## src/rtl/booth_product_accumulator.sv

```systemverilog
// booth_product_accumulator
//   Sums NUM_TERMS signed products from the Booth multiplier into a wider
//   signed accumulator and hands the finished sum downstream.
//
//   Optional feature macro: ACC_SATURATE_EN
//     defined   : on signed overflow the sum clamps to the most positive or
//                 most negative ACC_W value
//     undefined : the sum wraps modulo 2^ACC_W
//     The overflow flag is set in both builds.
//
// Ports
//   clk, rst_n   rising-edge clock, asynchronous active-low reset
//   clear        synchronous abort of the sum in progress
//   prod_valid / prod_ready / prod_data   product input stream
//   acc_valid  / acc_ready  / acc_data    result output stream
//   overflow     sticky signed-overflow flag for the current sum
//   term_count   products accepted into the current sum
module booth_product_accumulator #(
    parameter int PROD_W    = 8,
    parameter int ACC_W     = 16,
    parameter int NUM_TERMS = 4,
    parameter int CNT_W     = 3
) (
    input  logic                     clk,
    input  logic                     rst_n,
    input  logic                     clear,
    input  logic                     prod_valid,
    output logic                     prod_ready,
    input  logic signed [PROD_W-1:0] prod_data,
    output logic                     acc_valid,
    input  logic                     acc_ready,
    output logic signed [ACC_W-1:0]  acc_data,
    output logic                     overflow,
    output logic [CNT_W-1:0]         term_count
);

    localparam logic [1:0] ST_IDLE  = 2'd0;
    localparam logic [1:0] ST_ACCUM = 2'd1;
    localparam logic [1:0] ST_HOLD  = 2'd2;

    // term_count value while the last term of a sum is being accepted
    localparam logic [CNT_W-1:0] LAST_CNT = CNT_W'(NUM_TERMS - 1);

`ifdef ACC_SATURATE_EN
    localparam logic signed [ACC_W-1:0] ACC_MAX = {1'b0, {(ACC_W-1){1'b1}}};
    localparam logic signed [ACC_W-1:0] ACC_MIN = {1'b1, {(ACC_W-1){1'b0}}};
`endif

    logic [1:0]               state, state_nxt;
    logic signed [ACC_W-1:0]  prod_ext, sum_raw, sum_fix, acc_nxt;
    logic [CNT_W-1:0]         cnt_nxt;
    logic                     ovf_nxt, add_ovf, accept;

    // signed cast sign-extends the product to the accumulator width
    assign prod_ext = ACC_W'(prod_data);
    assign sum_raw  = acc_data + prod_ext;

    // overflow: both operands share a sign and the sum's sign differs
    assign add_ovf = (acc_data[ACC_W-1] == prod_ext[ACC_W-1]) &&
                     (sum_raw[ACC_W-1]  != acc_data[ACC_W-1]);

`ifdef ACC_SATURATE_EN
    // the accumulator's sign tells which rail was crossed
    assign sum_fix = add_ovf ? (acc_data[ACC_W-1] ? ACC_MIN : ACC_MAX) : sum_raw;
`else
    assign sum_fix = sum_raw;
`endif

    // prod_ready is a registered copy of "not in HOLD"; clear blocks the
    // accept even though prod_ready still reads 1 that cycle
    assign accept = prod_valid & prod_ready & ~clear;

    always_comb begin
        state_nxt = state;
        acc_nxt   = acc_data;
        cnt_nxt   = term_count;
        ovf_nxt   = overflow;
        if (clear) begin
            state_nxt = ST_IDLE;
            acc_nxt   = '0;
            cnt_nxt   = '0;
            ovf_nxt   = 1'b0;
        end else begin
            case (state)
                ST_IDLE: begin
                    if (accept) begin
                        acc_nxt   = prod_ext;
                        cnt_nxt   = CNT_W'(1);
                        ovf_nxt   = 1'b0;
                        state_nxt = (NUM_TERMS == 1) ? ST_HOLD : ST_ACCUM;
                    end
                end
                ST_ACCUM: begin
                    if (accept) begin
                        acc_nxt = sum_fix;
                        cnt_nxt = term_count + CNT_W'(1);
                        ovf_nxt = overflow | add_ovf;
                        if (term_count == LAST_CNT)
                            state_nxt = ST_HOLD;
                    end
                end
                ST_HOLD: begin
                    if (acc_ready) begin
                        state_nxt = ST_IDLE;
                        acc_nxt   = '0;
                        cnt_nxt   = '0;
                        ovf_nxt   = 1'b0;
                    end
                end
                default: begin
                    state_nxt = ST_IDLE;
                    acc_nxt   = '0;
                    cnt_nxt   = '0;
                    ovf_nxt   = 1'b0;
                end
            endcase
        end
    end

    // handshake outputs are registered from the next state so they are
    // glitch-free and prod_ready stays low while reset is held
    always_ff @(posedge clk or negedge rst_n) begin
        if (!rst_n) begin
            state      <= ST_IDLE;
            acc_data   <= '0;
            term_count <= '0;
            overflow   <= 1'b0;
            prod_ready <= 1'b0;
            acc_valid  <= 1'b0;
        end else begin
            state      <= state_nxt;
            acc_data   <= acc_nxt;
            term_count <= cnt_nxt;
            overflow   <= ovf_nxt;
            prod_ready <= (state_nxt != ST_HOLD);
            acc_valid  <= (state_nxt == ST_HOLD);
        end
    end

endmodule

```

## config.mk

```make
export PLATFORM = sky130hd
export DESIGN_NAME = booth_product_accumulator
export DESIGN_NICKNAME = d
export VERILOG_FILES = /design/src/rtl/booth_product_accumulator.sv
export SDC_FILE = /design/constraint.sdc
export NUM_CORES = 1
export LEC_CHECK = 0
export ABC_AREA = 1
export CAP_MARGIN = 30
export CORE_MARGIN = 2
export CORE_UTILIZATION = 45
export CTS_CLUSTER_DIAMETER = 150
export CTS_CLUSTER_SIZE = 30
export DETAILED_ROUTE_END_ITERATION = 16
export PLACE_DENSITY_LB_ADDON = 0.2
export REMOVE_ABC_BUFFERS = 1
export SETUP_SLACK_MARGIN = 0.2
export SYNTH_ARGS = -nofsm -noshare
export SYNTH_HDL_FRONTEND = slang
export SYNTH_SLANG_ARGS = --single-unit
```

## constraint.sdc

```tcl
create_clock -name clk -period 3.7 [get_ports clk]
set_input_delay 0.74 -clock clk [delete_from_list [all_inputs] [get_ports clk]]
set_output_delay 0.74 -clock clk [all_outputs]
set_load 0.05 [all_outputs]
```

### Yosys cells after proc, flatten, opt, wreduce, memory -nomap -nowiden

Index checks and enable logic that the tools add are counted.

| storage, ports and cells | value |
|---|---|
| input port bits | 13 |
| logic and storage cells | 46 |
| output and inout bits | 22 |
| flip-flop bits (word level) | 24 |

| operators by class | value |
|---|---|
| reductions and logical operators | 3 |
| muxes and demuxes | 21 |
| bitwise gates (word level) | 4 |
| add/sub/neg operators | 2 |
| equal/unequal tests | 10 |

Operator list:

| operator | number |
|---|---|
| two-way mux 16 bit | 4 |
| case mux 16 bit (3 select lines) | 1 |
| adder 16 x 8 -> 16 bit | 1 |
| two-way mux 3 bit | 4 |
| two-way mux 2 bit | 5 |
| != test 3 bit, second input constant | 3 |
| case mux 3 bit (3 select lines) | 1 |
| case mux 2 bit (3 select lines) | 1 |
| == test 2 bit, second input constant | 2 |
| two-way mux 1 bit | 4 |
| adder 3 x 1 -> 3 bit, second input constant | 1 |
| == test 3 x 2 -> 1 bit, second input constant | 1 |
| case mux 1 bit (3 select lines) | 1 |
| AND reduction 3 bit | 1 |
| bitwise AND 1 bit | 2 |
| == test 2 x 1 -> 1 bit, second input constant | 1 |
| logical NOT 2 bit | 1 |
| != test 2 bit, second input constant | 1 |
| == test 1 bit | 1 |
| logical AND 1 bit | 1 |
| != test 1 bit | 1 |
| inverter 1 bit | 1 |
| bitwise OR 1 bit | 1 |

### Longest topological paths before layout

Gate-level depths: netlist of the first run.

| depth | value |
|---|---|
| word-level depth | 7 |
| mapped depth | 13 |
| mapped depth without buffers | 13 |

### Worst setup path after synthesis of the first run

Ideal clock, no wire load.

| path | value |
|---|---|
| path kind | input to register |
| from | input prod_data[2] |
| to | register acc_data[7] |
| data required time | 3582 ps |
| stages | 9 |
| path slack | 1581 ps |
| arrival time | 2001 ps |
| setup time | 118 ps |
| path buffers | 0 |
| cell sequence | ha_1 > or2_2 > nand3_1 > nand2_1 > or2_2 > nand3_1 > nand2_1 > nand2_1 > nand2_1 |

| on the way | value |
|---|---|
| longest elaborated chain between the ends | 4 |

Ends and longest elaborated chain:

| item | RTL line | text |
|---|---|---|
| start, declared | 29 | `input logic signed [PROD_W-1:0] prod_data,` |
| adder 16 x 8 -> 16 bit | 56 | `assign sum_raw = acc_data + prod_ext;` |
| two-way mux 16 bit | 94 | `if (accept) begin` |
| case mux 16 bit (3 select lines) | 84 | `case (state)` |
| two-way mux 16 bit | 78 | `if (clear) begin` |
| end signal, assigned | 132 | `acc_data <= acc_nxt;` |
| end, declared | 32 | `output logic signed [ACC_W-1:0] acc_data,` |

Every way passes these cells. The select of a mux whose other input is x is not followed.
A chain may end at the register's enable or synchronous reset.

### Worst setup path in the final report of the first run

| path | value |
|---|---|
| from | input prod_data[7] |
| to | register overflow |

| on the way | value |
|---|---|
| longest elaborated chain between the ends | 7 |
| elaborated cells between the ends (all ways) | 8 |
| those cells by class | 1 x add/sub; 2 x eq/ne; 3 x mux; 1 x bitwise; 1 x reduce/logical |

Ends and longest elaborated chain:

| item | RTL line | text |
|---|---|---|
| adder 16 x 8 -> 16 bit | 56 |  |
| != test 1 bit | 60 | `(sum_raw[ACC_W-1] != acc_data[ACC_W-1]);` |
| logical AND 1 bit * | 59 | `assign add_ovf = (acc_data[ACC_W-1] == prod_ext[ACC_W-1]) &&` |
| bitwise OR 1 bit * | 97 | `ovf_nxt = overflow \| add_ovf;` |
| two-way mux 1 bit * | 94 |  |
| case mux 1 bit (3 select lines) * | 84 |  |
| two-way mux 1 bit * | 78 |  |
| end signal, assigned | 134 | `overflow <= ovf_nxt;` |
| end, declared | 33 | `output logic overflow,` |

Mark *: on every way between the ends. The rest lies on a longest branch, timed or not. The select of a mux whose other input is x is not followed.

==> results of run 1 <==
[cell families after synthesis]
kind of cell / count (synthesis) / synth area share (%)
buf+inv: 54 / 10.4
fa+ha+maj: 18 / 11.4
compound gates: 23 / 6.38
simple gates: 196 / 41.5
xor+xnor: 2 / 0.859
flops: 24 / 29.4
[cell usage after synthesis]
cell,count,share of area [%]
nand2_4,3,1.7
o21ai_0,6,1.5
a22o_1,1,0.43
nor2_1,15,2.8
nor3_1,3,0.74
inv_4,2,0.61
xnor2_1,1,0.43
or2_2,5,1.5
nand4_1,2,0.61
xor2_1,1,0.43
clkbuf_1,1,0.18
a21oi_1,11,2.7
buf_1,1,0.18
inv_1,49,9.0
o21ai_2,1,0.43
nor2_4,2,1.1
fa_1,1,0.98
o211ai_1,2,0.74
o22ai_1,2,0.61
nor2_2,1,0.31
dfrtp_1,24,29
nand2_1,134,25
inv_6,1,0.43
nand3_1,27,6.6
ha_1,17,10
nand3b_1,4,1.5
[metal layers]
layer,vias to the layer above,wire length (um),GRT usage (%)
li1,1061,-,-
met1,904,2350,28.2
met2,46,2230,34.8
met3,2,260,3.66
met4,0,21,3.35
met5,-,0,0
[path summary, 6_finish.rpt]
path | from | endpoint | slack (ns) | cells past startpoint
max | prod_data[7] | overflow | 1.04 | 12
min | acc_data[10] | acc_data[10] | 0.52 | 2
max reg2reg | acc_data[0] | acc_data[12] | 1.77 | 13
min reg2reg | acc_data[10] | acc_data[10] | 0.52 | 2
max in group asynchronous | rst_n | overflow | 2.63 | 2
min in group asynchronous | rst_n | acc_data[4] | 0.82 | 2
[where the power goes]
group          internal (W)  leakage (nW)  switching, W
clock network      0.000145        0.0357     0.0000960
registers          0.000287         0.312     0.0000214
logic              0.000155          1.05      0.000285
total              0.000586          1.40      0.000402
[critical path: stages]
cell and delay (ns):
clkdlybuf4s50_1 0.80, ha_1 0.38, nand2_1 0.14, inv_1 0.06
nand2_1 0.06, nand2_1 0.06, a21oi_1 0.16, nand2_1 0.11
a21oi_1 0.12, o21ai_0 0.10, nand2_1 0.07, inv_1 0.04
[cell usage in the layout, fill, tap and decap left out, types with 2 or more instances in the layout]
| cell | count |
|---|---|
| o211ai_1 | 2 |
| nand2_1 | 134 |
| o22ai_1 | 2 |
| nand4_1 | 2 |
| clkdlybuf4s50_1 | 34 |
| nand2_4 | 3 |
| inv_1 | 49 |
| nand3_1 | 27 |
| a21oi_1 | 11 |
| dfrtp_1 | 24 |
| nor2_4 | 2 |
| nor3_1 | 3 |
| clkbuf_8 | 3 |
| or2_2 | 5 |
| nand3b_1 | 4 |
| inv_4 | 2 |
| nor2_1 | 15 |
| ha_1 | 17 |
| o21ai_0 | 6 |
[stage by stage]
step / std cells / hold slack (ns) / utilization [%] / cell area [um^2] / power [W]
after floorplan: 315 / 0.444 / - / 2030 / 0.000625
after global placement: 402 / 0.500 / 56.1 / 2440 / 0.000745
after detailed placement: 402 / 0.498 / 56.1 / 2440 / 0.000750
after CTS: 406 / 0.530 / 57.8 / 2520 / 0.00100
after global routing: 406 / 0.551 / 57.8 / 2520 / 0.00106
final: 406 / 0.522 / 57.8 / 2520 / 0.000988
[layout make-up]
| cell class | count | area, um^2 | area share [%] |
|---|---|---|---|
| clock inverters | 1 | 30.0 | 1.19 |
| multi-input cells | 239 | 1230 | 48.7 |
| flip-flops and latches | 24 | 601 | 23.9 |
| well taps | 52 | 65.1 | 2.59 |
| repair buffers | 35 | 348 | 13.8 |
| clock buffers | 3 | 41.3 | 1.64 |
| inverters | 52 | 205 | 8.16 |
[state kept, by name (all words and copies together), names as in the netlist]
name / count
acc_data: 16
acc_valid: 1
overflow: 1
prod_ready: 1
state: 2
term_count: 3
==> flow_summary.yaml, run 1 <==
clock_tree:
  htree_levels: 1
  cts.repair.resized: 0
  clockBufferDepth: 2
  cts_tree: "yes"
  root_buffer: "clkbuf_8"
  cts.sinks: 24
  clk_latency_ns: 0.28
  post-cts-setup-buffers: 0
  cts_buffers: 3
  ctsHoldBuffers: 0
  clkTransAtPathRegs_ns: 0.10
placed_design:
  place_ws_ns: 0.783
  dp.final_hpwl_mm: 3.62
  port_buffers: 34
  gp_congestion: 0.872
power:
  leakagePower_nw: 1.40
  cellPowerDensity_nw_per_um2: 393
  peakVddDrop_v: 0.000245
route:
  avgRoutedWirePerCell_um: 12.0
  viasPerCell: 4.96
  drt_iter0_markers: 127
  dr.pass1.iters: 5
  routed_wl_mm: 4.86
  vias: 2013
  drc: 0
  antenna_left: 0
global_routing:
  grt_max_degree: 25
  grt_first_pass_wirelength_mm: 8.46
  grt_pass1_vias: 1897
  overflow: 0
  grt_use_total_pct: 20.6
  antenna_found_initial: 0
timing:
  finalCritPeriodShare_pct: 71.9
  tns_ns: 0
  slew_headroom_pct: 64.9
  fin_ws_ns: 1.04
  tightest_slew_ns: 0.524
  clock_skew_ns: 0.00572
  fmax_mhz: 376
  slew_violations: 0
  fin_crit_ns: 2.66
  hold_viol: 0
  setup_viol: 0
  rsz0062_at_grt: "false"
floorplanning:
  dieArea_um2: 5090
  io_pins: 35
  initial_core_util_pct: 46.8
  core_area_um2: 4350
  die_width_um: 71.3
  die_h_um: 71.3
  row_count: 24
critical_path:
  critPathKind: "in2reg"
  critPathLaunchType: "input pin"
  critPathMaxFanout: 11
  crit_arrival_ns: 2.84
  worstPathRequired_ns: 3.88
  critPathCaptureType: "register"
logic_synthesis:
  synth_cell_types: 26
  synth_cells: 317
  ys_ff_latch: 24
  ys_warn_count: 0
  seq_area_frac_synth_pct: 29.4
  syn_avg_cell_area_um2: 6.43
  syn_area_um2: 2040
hold_path:
  min_path_type: "reg2reg"
cells_and_area:
  diodes: 0
  drive_gt1_share_pct: 5.65
  fill_cells: 434
  area_growth_pct: 23.4
  final_nets: 386
job:
  maxCapViolCount: 0
outcome:
  status: "finished, final reports clean"
(Power assumes the default switching activity.)
==> run 2, diff against run 1 <==
==> constraint.sdc (replaced) <==
create_clock -name clk -period 2.75 [get_ports clk]
set_input_delay 0.55 -clock clk [delete_from_list [all_inputs] [get_ports clk]]
set_output_delay 0.55 -clock clk [all_outputs]
set_load 0.05 [all_outputs]
==> run 2 against run 1 <==
Compared with the run above:
- die area unchanged
- global-route usage is 0.26 points higher
- clock-buffer cell count unchanged
- critical path depth grew 2
- sequential power increased by 35%
- worst hold slack worse by 0.011 ns
- clock power rose by 37%
- final cell count grew 0.25%
- first-iteration DRC count shrank 31%
- clock skew barely moved
- design area rose by 0.40%
- non-clock buffer count grew 1
==> flow_summary.yaml, run 2 (synthesis results as in run 1) <==
clock_tree:
  clockBufferDepth: 2
  post-cts-setup-buffers: 0
  clk_latency_ns: 0.28
  htree_levels: 1
  cts.sinks: 24
  ctsHoldBuffers: 0
  cts.repair.resized: 0
  cts_tree: "yes"
  root_buffer: "clkbuf_8"
  clkTransAtPathRegs_ns: 0.10
  cts_buffers: 3
timing:
  tightest_slew_ns: 0.508
  slew_violations: 0
  tns_ns: 0
  clock_skew_ns: 0.00568
  finalCritPeriodShare_pct: 81.2
  fin_crit_ns: 2.23
  hold_viol: 0
  fmax_mhz: 448
  rsz0062_at_grt: "false"
  setup_viol: 0
  slew_headroom_pct: 66.0
placed_design:
  dp.final_hpwl_mm: 3.64
  port_buffers: 34
  placed_cells: 403
  gp_congestion: 0.877
cells_and_area:
  layout_common_cells: "nand2_1 (134), inv_1 (49), clkdlybuf4s50_1 (33), nand3_1 (27), dfrtp_1 (24)"
  diodes: 0
  drive_gt1_share_pct: 5.92
  layout.cells.non_filler: 407
  area_growth_pct: 23.9
  final_nets: 387
  fin_util_pct: 58.0
  fill_cells: 419
  ff_latch_area_um2: 601
  regMostFlops: "acc_data"
  final_common_cell: "nand2_1"
  largest_reg_flops: 16
  top_regs: "acc_data: 16 flops, term_count: 3 flops, state: 2 flops"
  multi_input_area_um2: 1230
job:
  maxCapViolCount: 0
power:
  power_w: 0.00134
  cellPowerDensity_nw_per_um2: 530
  peakVddDrop_v: 0.000216
  leakagePower_nw: 1.42
route:
  viasPerCell: 4.94
  antenna_left: 0
  routed_wl_mm: 4.93
  drc: 0
  avgRoutedWirePerCell_um: 12.1
  drt_iter0_markers: 87
  vias: 2012
  dr.pass1.iters: 4
floorplanning:
  core_area_um2: 4350
  row_count: 24
  die_h_um: 71.3
  io_pins: 35
  initial_core_util_pct: 46.8
  dieArea_um2: 5090
  die_width_um: 71.3
global_routing:
  grt_pass1_vias: 1947
  overflow: 0
  antenna_found_initial: 0
  grt_first_pass_wirelength_mm: 8.62
  grt_max_degree: 25
  grt_use_total_pct: 20.9
hold_path:
  min_path_type: "reg2reg"
critical_path:
  critPathKind: "in2reg"
  critPathMaxFanout: 3
  critPathCaptureType: "register"
  worstPathRequired_ns: 2.93
  crit_arrival_ns: 2.42
  critPathLaunchType: "input pin"
outcome:
  status: "finished, final reports clean"
[run 2: per-stage QoR]
step,instance area [um^2],setup slack [ns],hold slack [ns]
2_1_floorplan,2030,0.685,0.254
4_1_cts,2520,0.323,0.518
5_1_grt,2530,0.297,0.540
6_report,2530,0.517,0.512
3_3_place_gp,2450,0.117,0.492
3_5_place_dp,2450,0.122,0.494
[run 2: final cells by class]
type                            instances  area share [%]
Clock buffer                            3            1.63
Clock inverter                          1            1.19
Inverter                               52            8.12
Multi-Input combinational cell        239            48.5
Sequential cell                        24            23.8
Tap cell                               52            2.58
Timing Repair Buffer                   36            14.2
[run 2: layer usage]
metal | vias up | routed length, um | track usage [%]
li1 | 1069 | - | -
met3 | 7 | 215 | 2.11
met5 | - | 0 | 0
met4 | 0 | 77 | 6.50
met1 | 893 | 2400 | 28.5
met2 | 43 | 2240 | 35.0
[run 2: critical path: stages]
cell and delay (ns):
clkdlybuf4s50_1 0.49, ha_1 0.17, inv_1 0.05, fa_1 0.40, inv_1 0.09, nand3_1 0.07, nand3_1 0.13, nand3_1 0.10
nand3_1 0.08, nand2_1 0.05, nand3_1 0.06, nand2_1 0.05, nand2_1 0.07, nand2_1 0.05
[run 2: path summary, 6_finish.rpt]
path	to	depth (start not counted)	slack, ns	from
max reg2reg	acc_data[5]	7	0.85	acc_data[2]
min reg2reg	acc_data[13]	2	0.51	acc_data[13]
min	acc_data[13]	2	0.51	acc_data[13]
max in group asynchronous	acc_data[13]	2	1.86	rst_n
max	acc_data[12]	14	0.52	prod_data[0]
min in group asynchronous	acc_data[5]	2	0.63	rst_n
[run 2: report_power, final]
part,switching [W],internal [W]
logic,0.000386,0.000209
registers,0.0000295,0.000386
clock network,0.000133,0.000195
total,0.000549,0.000789
==> run 3, diff against run 2 <==
==> constraint.sdc (replaced) <==
create_clock -name clk -period 2.2 [get_ports clk]
set_input_delay 0.44 -clock clk [delete_from_list [all_inputs] [get_ports clk]]
set_output_delay 0.44 -clock clk [all_outputs]
set_load 0.05 [all_outputs]
==> run 3 against run 2 <==
Compared with the run above:
- worst hold slack worse by 0.019 ns
- wire length up 15%
- design area up 16%
- global-route usage rose by 2.7 points
- register-to-register slack got worse by 0.52 ns
- first-iteration DRC count increased by 74%
- final cell count increased by 6.1%
- sequential share of layout area decreased by 3.3 points
- combinational power grew 56%
- total power is 33% higher
- sequential cell count unchanged
- critical path depth shrank 13
- critical path type is now reg2out
==> flow_summary.yaml, run 3 (synthesis results as in run 1) <==
global_routing:
  use_met1_pct: 30.7
  met2_usage_pct: 41.3
  overflow: 0
  grt_max_degree: 25
  grt_pass1_vias: 2157
  grt_use_total_pct: 23.6
  use_met3_pct: 3.23
  antenna_found_initial: 0
  grt_busiest_layer: "met2"
  grt_first_pass_wirelength_mm: 9.65
power:
  pwr-share-seq_pct: 29.9
  switching_power_w: 0.000741
  intPower_w: 0.00104
  cellPowerDensity_nw_per_um2: 606
  p_clk_share_pct: 18.0
  switching_share_pct: 41.7
  peakVddDrop_v: 0.000353
  combPwrFrac_pct: 52.1
  leakagePower_nw: 1.68
route:
  drc: 0
  dr.pass1.iters: 4
  vias: 2193
  avgRoutedWirePerCell_um: 13.1
  drt_iter0_markers: 151
  antenna_left: 0
  routed_wl_mm: 5.65
  viasPerCell: 5.08
timing:
  tightest_slew_ns: 0.512
  finalCritPeriodShare_pct: 88.8
  tns_ns: 0
  fin_ws_ns: 0.247
  rsz0062_at_grt: "true"
  hold-worst-slack_ns: 0.492
  fmax_mhz: 512
  clock_skew_ns: 0.00607
  hold_viol: 0
  slew_violations: 0
  fin_crit_ns: 1.95
  setup_viol: 0
  slew_headroom_pct: 65.8
clock_tree:
  ctsHoldBuffers: 0
  cts_buffers: 3
  htree_levels: 1
  root_buffer: "clkbuf_8"
  clkTransAtPathRegs_ns: 0.09
  clk_latency_ns: 0.27
  clockBufferDepth: 2
  cts_tree: "yes"
  cts.sinks: 24
placed_design:
  placed_cells: 425
  place_ws_ns: -0.196
  dp.final_hpwl_mm: 3.87
  gp_congestion: 0.867
  port_buffers: 34
cells_and_area:
  layout.cells.non_filler: 432
  top_regs: "acc_data: 16 flops, term_count: 3 flops, state: 2 flops"
  largest_reg_flops: 16
  diodes: 0
  final_common_cell: "nand2_1"
  final_nets: 412
  fin_util_pct: 67.4
  layout_common_cells: "nand2_1 (130), inv_1 (47), nand3_1 (25), buf_4 (25), dfrtp_1 (24)"
  regMostFlops: "acc_data"
  drive_gt1_share_pct: 18.9
  area_growth_pct: 43.8
floorplanning:
  row_count: 24
  die_h_um: 71.3
  initial_core_util_pct: 46.8
  dieArea_um2: 5090
  die_width_um: 71.3
  core_area_um2: 4350
  io_pins: 35
hold_path:
  min_path_type: "in2reg"
  holdPathStages: 3
critical_path:
  rr_worst_depth: 13
  crit_arrival_ns: 1.51
  worstPathRequired_ns: 1.76
  crit_path_top_delay_cell: "clkdlybuf4s50_1"
  cpPeakStageDelay_ns: 0.83
  critPathLaunchType: "register"
  critPathKind: "reg2out"
  critPathCaptureType: "primary output"
  crit_family: "buffers and inverters"
  critPathMaxFanout: 3
  cp_cell_sequence: "clkdlybuf4s50_1"
  path_depth: 1
  cp_num_buf_inv: 1
outcome:
  status: "finished, final reports clean"
job:
  maxCapViolCount: 0
==> run 3: power by group through the flow <==
stage / Combinational [W] / Clock (W) / Sequential [W]
2_1_floorplan: 0.000389 / 0 / 0.000662
3_3_place_gp: 0.000814 / 0 / 0.000527
3_5_place_dp: 0.000825 / 0 / 0.000527
4_1_cts: 0.000875 / 0.000328 / 0.000527
5_1_grt: 0.00101 / 0.000346 / 0.000538
6_report: 0.000926 / 0.000320 / 0.000531
==> run 3: worst paths after layout <==
kind / start / end / slack, ns
worst max-delay path: acc_data[4] / acc_data[4] / 0.25
worst min-delay path: prod_data[3] / acc_data[3] / 0.49
worst max register to register: acc_data[0] / acc_data[12] / 0.33
worst min register to register: acc_data[15] / acc_data[15] / 0.54
max in group asynchronous: rst_n / acc_data[2] / 1.41
min in group asynchronous: rst_n / acc_data[14] / 0.53
==> run 3: per-layer routing <==
metal,up-vias,part of all wire (%)
met5,-,0
met4,0,0.81
met3,6,4.7
met2,66,49
met1,1001,46
li1,1120,-
==> run 3: timing repair <==
item	in CTS	in global routing
gates resized for setup	20	24
setup endpoints to repair	9	18
pin swaps	2	3
cloned	1	0
buffers inserted	0	2
==> run 3: final cells by class <==
| class | instances | area [um^2] |
|---|---|---|
| inverter | 52 | 205 |
| clock buffer | 4 | 55.1 |
| fill | 378 | 1420 |
| tap | 52 | 65.1 |
| multi-input combinational | 239 | 1430 |
| timing repair buffer | 61 | 581 |
| sequential | 24 | 601 |
==> run 3: stage by stage <==
step | total power [W] | cell area [um^2]
detailed placement | 0.00135 | 2620
global route | 0.00190 | 2930
CTS | 0.00173 | 2810
global placement | 0.00134 | 2620
finish | 0.00178 | 2930
floorplan | 0.00105 | 2030
